### config.mk
export PLATFORM = sky130hd
export DESIGN_NAME = data_memory_ctl
export DESIGN_NICKNAME = d
export VERILOG_FILES = /design/src/rtl/dmem_pkg.sv /design/src/rtl/dmem_preload_rom.sv /design/src/rtl/data_memory_ctl.sv
export SDC_FILE = /design/constraint.sdc
export NUM_CORES = 2
export LEC_CHECK = 0
export BUFFER_PORTS_ARGS = -buffer_cell sky130_fd_sc_hd__buf_4
export CAP_MARGIN = 20
export CELL_PAD_IN_SITES_DETAIL_PLACEMENT = 0
export CELL_PAD_IN_SITES_GLOBAL_PLACEMENT = 1
export CORE_AREA = 2 2 408 410
export CTS_BUF_LIST = sky130_fd_sc_hd__clkbuf_4 sky130_fd_sc_hd__clkbuf_8
export DETAILED_ROUTE_END_ITERATION = 12
export DIE_AREA = 0 0 410 412
export PLACE_DENSITY = 0.74
export SYNTH_ARGS = -nofsm -noshare
export SYNTH_HDL_FRONTEND = slang
export SYNTH_SLANG_ARGS = --single-unit
### constraint.sdc
create_clock -name clock -period 9.5 [get_ports clock]
set_clock_uncertainty 0.15 [all_clocks]
set_input_delay 1.9 -clock clock [delete_from_list [all_inputs] [get_ports clock]]
set_output_delay 1.9 -clock clock [all_outputs]
set_load 0.03 [all_outputs]
### src/rtl/dmem_pkg.sv
// dmem_pkg: shared definitions for the data memory controller.
//   - state_t       : controller sequencer states (INIT sweep, RUN service)
//   - PRELOAD_BASE  : first word address of the test-program preload image
//   - PRELOAD_LEN   : number of words in the preload image
//   - PRELOAD_VAL   : 8-bit preload values, index 0 lands at PRELOAD_BASE
package dmem_pkg;

  typedef enum logic [0:0] {
    INIT = 1'b0,
    RUN  = 1'b1
  } state_t;

  localparam int PRELOAD_BASE = 100;
  localparam int PRELOAD_LEN  = 22;

  localparam logic [7:0] PRELOAD_VAL [PRELOAD_LEN] = '{
    8'd10, 8'd7,  8'd75, 8'd9,  8'd3,   8'd4,  8'd5,  8'd6,
    8'd7,  8'd8,  8'd9,  8'd90, 8'd10,  8'd12, 8'd13, 8'd14,
    8'd15, 8'd120, 8'd1, 8'd2,  8'd3,   8'd4
  };

endpackage

### src/rtl/dmem_preload_rom.sv
// dmem_preload_rom: combinational preload image lookup used by the init sweep.
// Only instantiated when DMEM_PRELOAD_EN is defined.
// Ports:
//   addr  in  ADDR_W  sweep pointer (word address being initialised)
//   hit   out 1       addr falls inside the preload image
//   value out DATA_W  zero-extended preload value (0 when no hit)
module dmem_preload_rom
  import dmem_pkg::*;
#(
  parameter int ADDR_W = 8,
  parameter int DATA_W = 8
) (
  input  logic [ADDR_W-1:0] addr,
  output logic              hit,
  output logic [DATA_W-1:0] value
);

  // Compare against every image slot; addresses beyond DEPTH can never match,
  // so entries that do not fit the configured array are dropped naturally.
  always_comb begin
    hit   = 1'b0;
    value = '0;
    for (int i = 0; i < PRELOAD_LEN; i++) begin
      hit   = hit | (32'(addr) == 32'(PRELOAD_BASE + i));
      value = value | ((32'(addr) == 32'(PRELOAD_BASE + i)) ?
                       DATA_W'(PRELOAD_VAL[i]) : DATA_W'(0));
    end
  end

endmodule

### src/rtl/data_memory_ctl.sv
// data_memory_ctl: single-port data memory with request/response handshake.
// After reset a sequencer writes every word (preload image or zero), then the
// block serves one request per cycle. Reads return through a READ_LAT-deep
// pipeline; writes produce no response.
// Build option: DMEM_PRELOAD_EN -- init writes the test-program preload image
// at addresses 100..121 instead of all zeros.
// Ports:
//   clock      in   sole clock, rising edge
//   reset      in   asynchronous, active-high
//   req_valid  in   request present
//   req_ready  out  request can be accepted (0 during init)
//   req_write  in   1 = write, 0 = read
//   req_addr   in   word address
//   req_wdata  in   write data
//   rsp_valid  out  one-cycle pulse per accepted read
//   rsp_data   out  read data, holds last value between pulses
//   init_busy  out  init sweep in progress
module data_memory_ctl
  import dmem_pkg::*;
#(
  parameter int DATA_W   = 8,
  parameter int ADDR_W   = 8,
  parameter int READ_LAT = 1
) (
  input  logic              clock,
  input  logic              reset,
  input  logic              req_valid,
  output logic              req_ready,
  input  logic              req_write,
  input  logic [ADDR_W-1:0] req_addr,
  input  logic [DATA_W-1:0] req_wdata,
  output logic              rsp_valid,
  output logic [DATA_W-1:0] rsp_data,
  output logic              init_busy
);

  localparam int DEPTH = 1 << ADDR_W;
  localparam logic [ADDR_W-1:0] LAST_ADDR = {ADDR_W{1'b1}};

  state_t            state_r;
  logic [ADDR_W-1:0] ptr_r;
  logic [DATA_W-1:0] mem_r [DEPTH];
  logic              vpipe_r [READ_LAT];
  logic [DATA_W-1:0] dpipe_r [READ_LAT];

  logic              init_we_s;
  logic              rd_accept_s;
  logic              wr_accept_s;
  logic [DATA_W-1:0] init_data_s;

`ifdef DMEM_PRELOAD_EN
  logic              rom_hit_s;
  logic [DATA_W-1:0] rom_value_s;

  dmem_preload_rom #(
    .ADDR_W (ADDR_W),
    .DATA_W (DATA_W)
  ) u_rom (
    .addr  (ptr_r),
    .hit   (rom_hit_s),
    .value (rom_value_s)
  );

  // Init word: preload image where it applies, zero elsewhere.
  always_comb begin
    if (rom_hit_s) begin
      init_data_s = rom_value_s;
    end else begin
      init_data_s = '0;
    end
  end
`else
  // Init word: without the preload image every word is cleared.
  always_comb begin
    init_data_s = '0;
  end
`endif

  // Request qualification; req_ready is only high in RUN, so init traffic is inert.
  always_comb begin
    init_we_s   = (state_r == INIT);
    rd_accept_s = req_valid && req_ready && !req_write;
    wr_accept_s = req_valid && req_ready && req_write;
  end

  // Sequencer: sweep every word once after reset, then serve requests forever.
  always_ff @(posedge clock or posedge reset) begin
    if (reset) begin
      state_r   <= INIT;
      ptr_r     <= '0;
      init_busy <= 1'b1;
      req_ready <= 1'b0;
    end else begin
      case (state_r)
        INIT: begin
          if (ptr_r == LAST_ADDR) begin
            state_r   <= RUN;
            init_busy <= 1'b0;
            req_ready <= 1'b1;
          end else begin
            ptr_r <= ptr_r + {{(ADDR_W-1){1'b0}}, 1'b1};
          end
        end
        RUN: begin
          state_r <= RUN;
        end
        default: begin
          state_r   <= INIT;
          ptr_r     <= '0;
          init_busy <= 1'b1;
          req_ready <= 1'b0;
        end
      endcase
    end
  end

  // Storage array; no reset because the init sweep rewrites every word.
  always_ff @(posedge clock) begin
    if (init_we_s) begin
      mem_r[ptr_r] <= init_data_s;
    end else if (wr_accept_s) begin
      mem_r[req_addr] <= req_wdata;
    end
  end

  // Read pipeline: array sampled at the accept edge, then shifted READ_LAT-1
  // more stages. Data stages only advance with a valid so the output holds.
  always_ff @(posedge clock or posedge reset) begin
    if (reset) begin
      for (int k = 0; k < READ_LAT; k++) begin
        vpipe_r[k] <= 1'b0;
        dpipe_r[k] <= '0;
      end
    end else begin
      vpipe_r[0] <= rd_accept_s;
      if (rd_accept_s) begin
        dpipe_r[0] <= mem_r[req_addr];
      end
      for (int k = 1; k < READ_LAT; k++) begin
        vpipe_r[k] <= vpipe_r[k-1];
        if (vpipe_r[k-1]) begin
          dpipe_r[k] <= dpipe_r[k-1];
        end
      end
    end
  end

  assign rsp_valid = vpipe_r[READ_LAT-1];
  assign rsp_data  = dpipe_r[READ_LAT-1];

endmodule
==> out/summary.md <==
The clock latency on the worst-skew pair was 1.01 ns; the post-detailed-placement half-perimeter wirelength was 130000 um. Critical path's top delay family: simple AND/OR/NAND/NOR gates. Setup violations remaining at the end of the flow were counted as 0.

TritonCTS built the clock tree. Entering global routing, the biggest net connects 225 pins. The area share of fa/ha/maj cells after synthesis was 0.0153%; the average detailed-routed wire length per instance was 31.7 um.

The peak clock frequency supported by timing was 0.184 GHz. The worst stage delay on the critical path came out at 0.90 ns. The xor and xnor area share after synthesis is 0.0751%. The startpoint kind of the worst setup timing path was an input pin. For this run, design rule violations remaining after detail routing come to 0. For the total of cells resized after clock tree synthesis, the log shows 0. The filler cells instantiated in the layout total 12400.

The congestion estimate from routability-driven global placement came to 0.889. During I/O placement, the number of pins put on the boundary was 31. The final worst slack is 4.07 ns.

The setup path with the least slack is of type in2reg. The post-synthesis async set-or-reset flop share is 0.967%. The tools report the launch instance of the worst min-delay path as init_busy. After clock tree synthesis, the flow added hold-fix buffers numbering 0. Counting stages on the worst path, the most repeated cell is buf_4. The number of violations of the max-capacitance limit is 0. Of all nets on the critical path, the largest fanout is 18.

For the worst setup path, the data arrival time is 5.87 ns. The commonest cells after synthesis are 2048 x edfxtp_1, 390 x mux2i_1, 293 x mux4_2. Of the total power, the clock network draws 42.4%.

The share of the clock period used by the worst path is 57.2%. The detail route stage leaves a number of antenna-violating nets equal to 0. In this run, the number of DRC markers left after iteration 0 of detailed routing was 5899.

The pre-CTS setup slack was 3.16 ns. The most common cell in the netlist was edfxtp_1. The run gives 5 as the H-tree level count. Synthesis produced a netlist with a net count of 4106. Summed over all cells, the static leakage comes to 24.1 nW. Clock tree root buffer cell: clkbuf_8. Power density over the cells: 199 nW/um2. The post-synthesis cell type count is 81. The number of failing hold endpoints at the final stage is 0. The tools report the full die area as 169000 um2.

By area the synthesized netlist is led by edfxtp_1 75%, mux4_2 8.1%, mux2i_1 4.8%, a22oi_1 1.6%, nor2_1 1.3%. In this run the worst hold path is classified as reg2reg. The region available for standard cell placement spans 164000 um2.

For this run the aggregate overflow at the end of global routing stands at 0. Setup repair after global routing left no endpoint under its margin. The top-area cell type share of the netlist area is 75.3%. At the pin with the least slew margin, the transition time is 1.24 ns.

The number of warnings printed during yosys synthesis is 0. The flow ran to the end, and the final reports show no timing, DRC or antenna violations. For the total track usage, the log shows 25.2%. The floorplan step set the die width to 410 um. The number of buffers and inverters on the critical path works out to 2. The completed layout was analyzed and its total power is 17.9 mW. STA classifies the critical path endpoint as a flop. Combinational cells account for 2.4% of the total power.

The tools report the design internal power as 14.1 mW. The routed layout has 42300 vias. The number of buffers inserted by port buffering was 30. Among all flip-flop cells after synthesis, the most frequent one is edfxtp_1. The synthesized netlist occupies a cell area of 81700 um2.

Using the TritonRoute via totals, the vias-per-cell ratio works out to 6.28. The simple-gate share of the synthesized area is 3.48%, and the fraction of power spent switching nets is 20.9%. A synthesized cell averages 20.0 um2. Once the floorplan was initialized, standard cells occupied 49.7% of the core.

Walking the worst path, the cells encountered are buf_4, nand4_1, or3_1, o31ai_2, nand3_1, buf_4, nor2_1. The area growth from synthesis to layout was 10.2%. The final layout contains routed wiring with a total length of 213000 um. In the final layout, the share of cells above drive strength 1 is 21.5%.

The sequential cells in the finished layout cover a total of 62000 um2. Summing the areas of all compound-gate instances in the mapped netlist gives 3.79% of the synthesized area. For the finished layout, the period the worst path requires is 5.43 ns. For the number of global-route vias before repair, the log shows 41700.

The highest-delay cell along the critical path is nand3_1. Fraction of power consumed by sequential logic: 55.2%. After synthesis, the largest family of logic cells by area is multiplexers. Before antenna repair, the detailed router went through 8 iterations. The switching power was 3.74 mW; the area taken by multi-input logic gates was 17700 um2. Setup total negative slack on the finished layout was measured at 0 ns. The tools report the final-report max-slew violation count as 0. For flop-to-flop paths, the worst setup slack is 4.56 ns. At the end of the flow, the number of nets in the layout was 4323.

STA puts the critical path data required time at 9.94 ns. The number of clock buffers added by TritonCTS is 344. The longest clock path from root to sink contains 4 buffers. Critical register-to-register path startpoint: state_r.

The share of the Yosys chip area taken by registers is 75.9%. The number of synthesized flops with an enable pin was 2048; the clock transition at the register clock pins on the worst setup and hold paths after CTS was 0.05 ns. The initial antenna violation count was 8; the worst slew margin relative to its limit was 17.3%. Including well taps, the total number of placed cells is 6142. Synthesis produced 4085 cells. The cell taking the most area after synthesis was edfxtp_1. Counting flops and latches in the post-synthesis netlist gives 2068. The maximum vdd drop was 0.152 mV.

The first global-routing pass estimated 304000 um of wire. CTS saw 2068 sinks. The fraction of synthesized area in multiplexers is 14.1%.

The number of setup buffers added after CTS was 0. The tools report the critical path launch point as req_write. The tools report the standard-cell row count as 149. Once layout is complete, the cells apart from fillers number 6731. The height of the die was 412 um.
==> routing by layer <==
layer | vias to the layer above | GRT usage, % | part of all wire [%]
li1 | 17300 | - | -
met1 | 22100 | 35.1 | 39
met2 | 2432 | 38.5 | 46
met3 | 438 | 6.85 | 11
met4 | 10 | 9.54 | 3.6
met5 | - | 0 | 0.035
==> logic make-up after synthesis <==
group,count (synthesis)
compound gates,417
xor+xnor,7
fa+ha+maj,1
buf+inv,257
flops,2068
mux,723
simple gates,612
==> flip-flops by register name, indices dropped and copies added, names as in the netlist <==
signal	flops
mem_r	2048
ptr_r	8
rsp_data	8
init_busy	1
req_ready	1
rsp_valid	1
state_r	1
==> area by class of cell <==
| cell class | count | area share (%) |
|---|---|---|
| well taps | 2189 | 3.04 |
| clock inverters | 129 | 0.950 |
| multi-input cells | 1760 | 19.6 |
| repair buffers | 121 | 1.17 |
| diodes | 2 | 0.00556 |
| inverters | 7 | 0.0320 |
| flip-flops and latches | 2068 | 68.9 |
| clock buffers | 455 | 6.24 |
==> final timing paths <==
path                                 endpoint  depth (start not counted)
worst max-delay path            mem_r[136][2]                          7
worst min-delay path                init_busy                          1
worst max register to register  mem_r[136][2]                          6
worst min register to register      init_busy                          1
max in group asynchronous           init_busy                          3
min in group asynchronous         rsp_data[0]                          2
==> worst reg2reg max path, stage by stage, from the launching register on <==
cell and delay, ns:
dfrtp_1 0.46, nand4_1 0.84, or3_1 0.71, o31ai_2 0.18
nand3_1 0.90, buf_4 0.54, nor2_1 0.74
==> through the flow <==
step / cell area, um2 / utilization (%) / hold WS (ns)
after floorplan: 81700 / - / 0.341
after global placement: 83400 / 50.8 / 0.320
after detailed placement: 83500 / 50.8 / 0.323
after CTS: 89900 / 54.8 / 0.331
after global routing: 90000 / 54.8 / 0.338
final: 90000 / 54.8 / 0.334
==> placed cells by master (no fill, tap or decap), types with 8 or more instances in the layout <==
master	instances
dfrtp_1	19
mux2i_1	390
o211ai_1	13
mux4_2	293
clkbuf_4	105
buf_12	8
and2_1	9
clkinv_2	36
and2_4	8
o221ai_1	56
buf_4	104
nand4_1	32
edfxtp_1	2048
nor2_1	287
nand3_1	72
bufinv_16	11
a211oi_1	15
nor3_1	20
nand2_1	120
clkbuf_8	351
a22oi_1	170
mux4_1	38
o21ai_0	26
o22ai_1	38
a21oi_1	33
clkinv_1	73
==> power by group through the flow <==
stage	Combinational [mW]	Sequential (mW)	Clock, mW
2_1_floorplan	0.334	10.1	0
3_3_place_gp	0.428	10.1	0
3_5_place_dp	0.431	10.1	0
4_1_cts	0.431	9.87	7.65
5_1_grt	0.448	9.87	8.06
6_report	0.435	9.87	7.57
No activity file was read; power rests on OpenSTA's default activity.
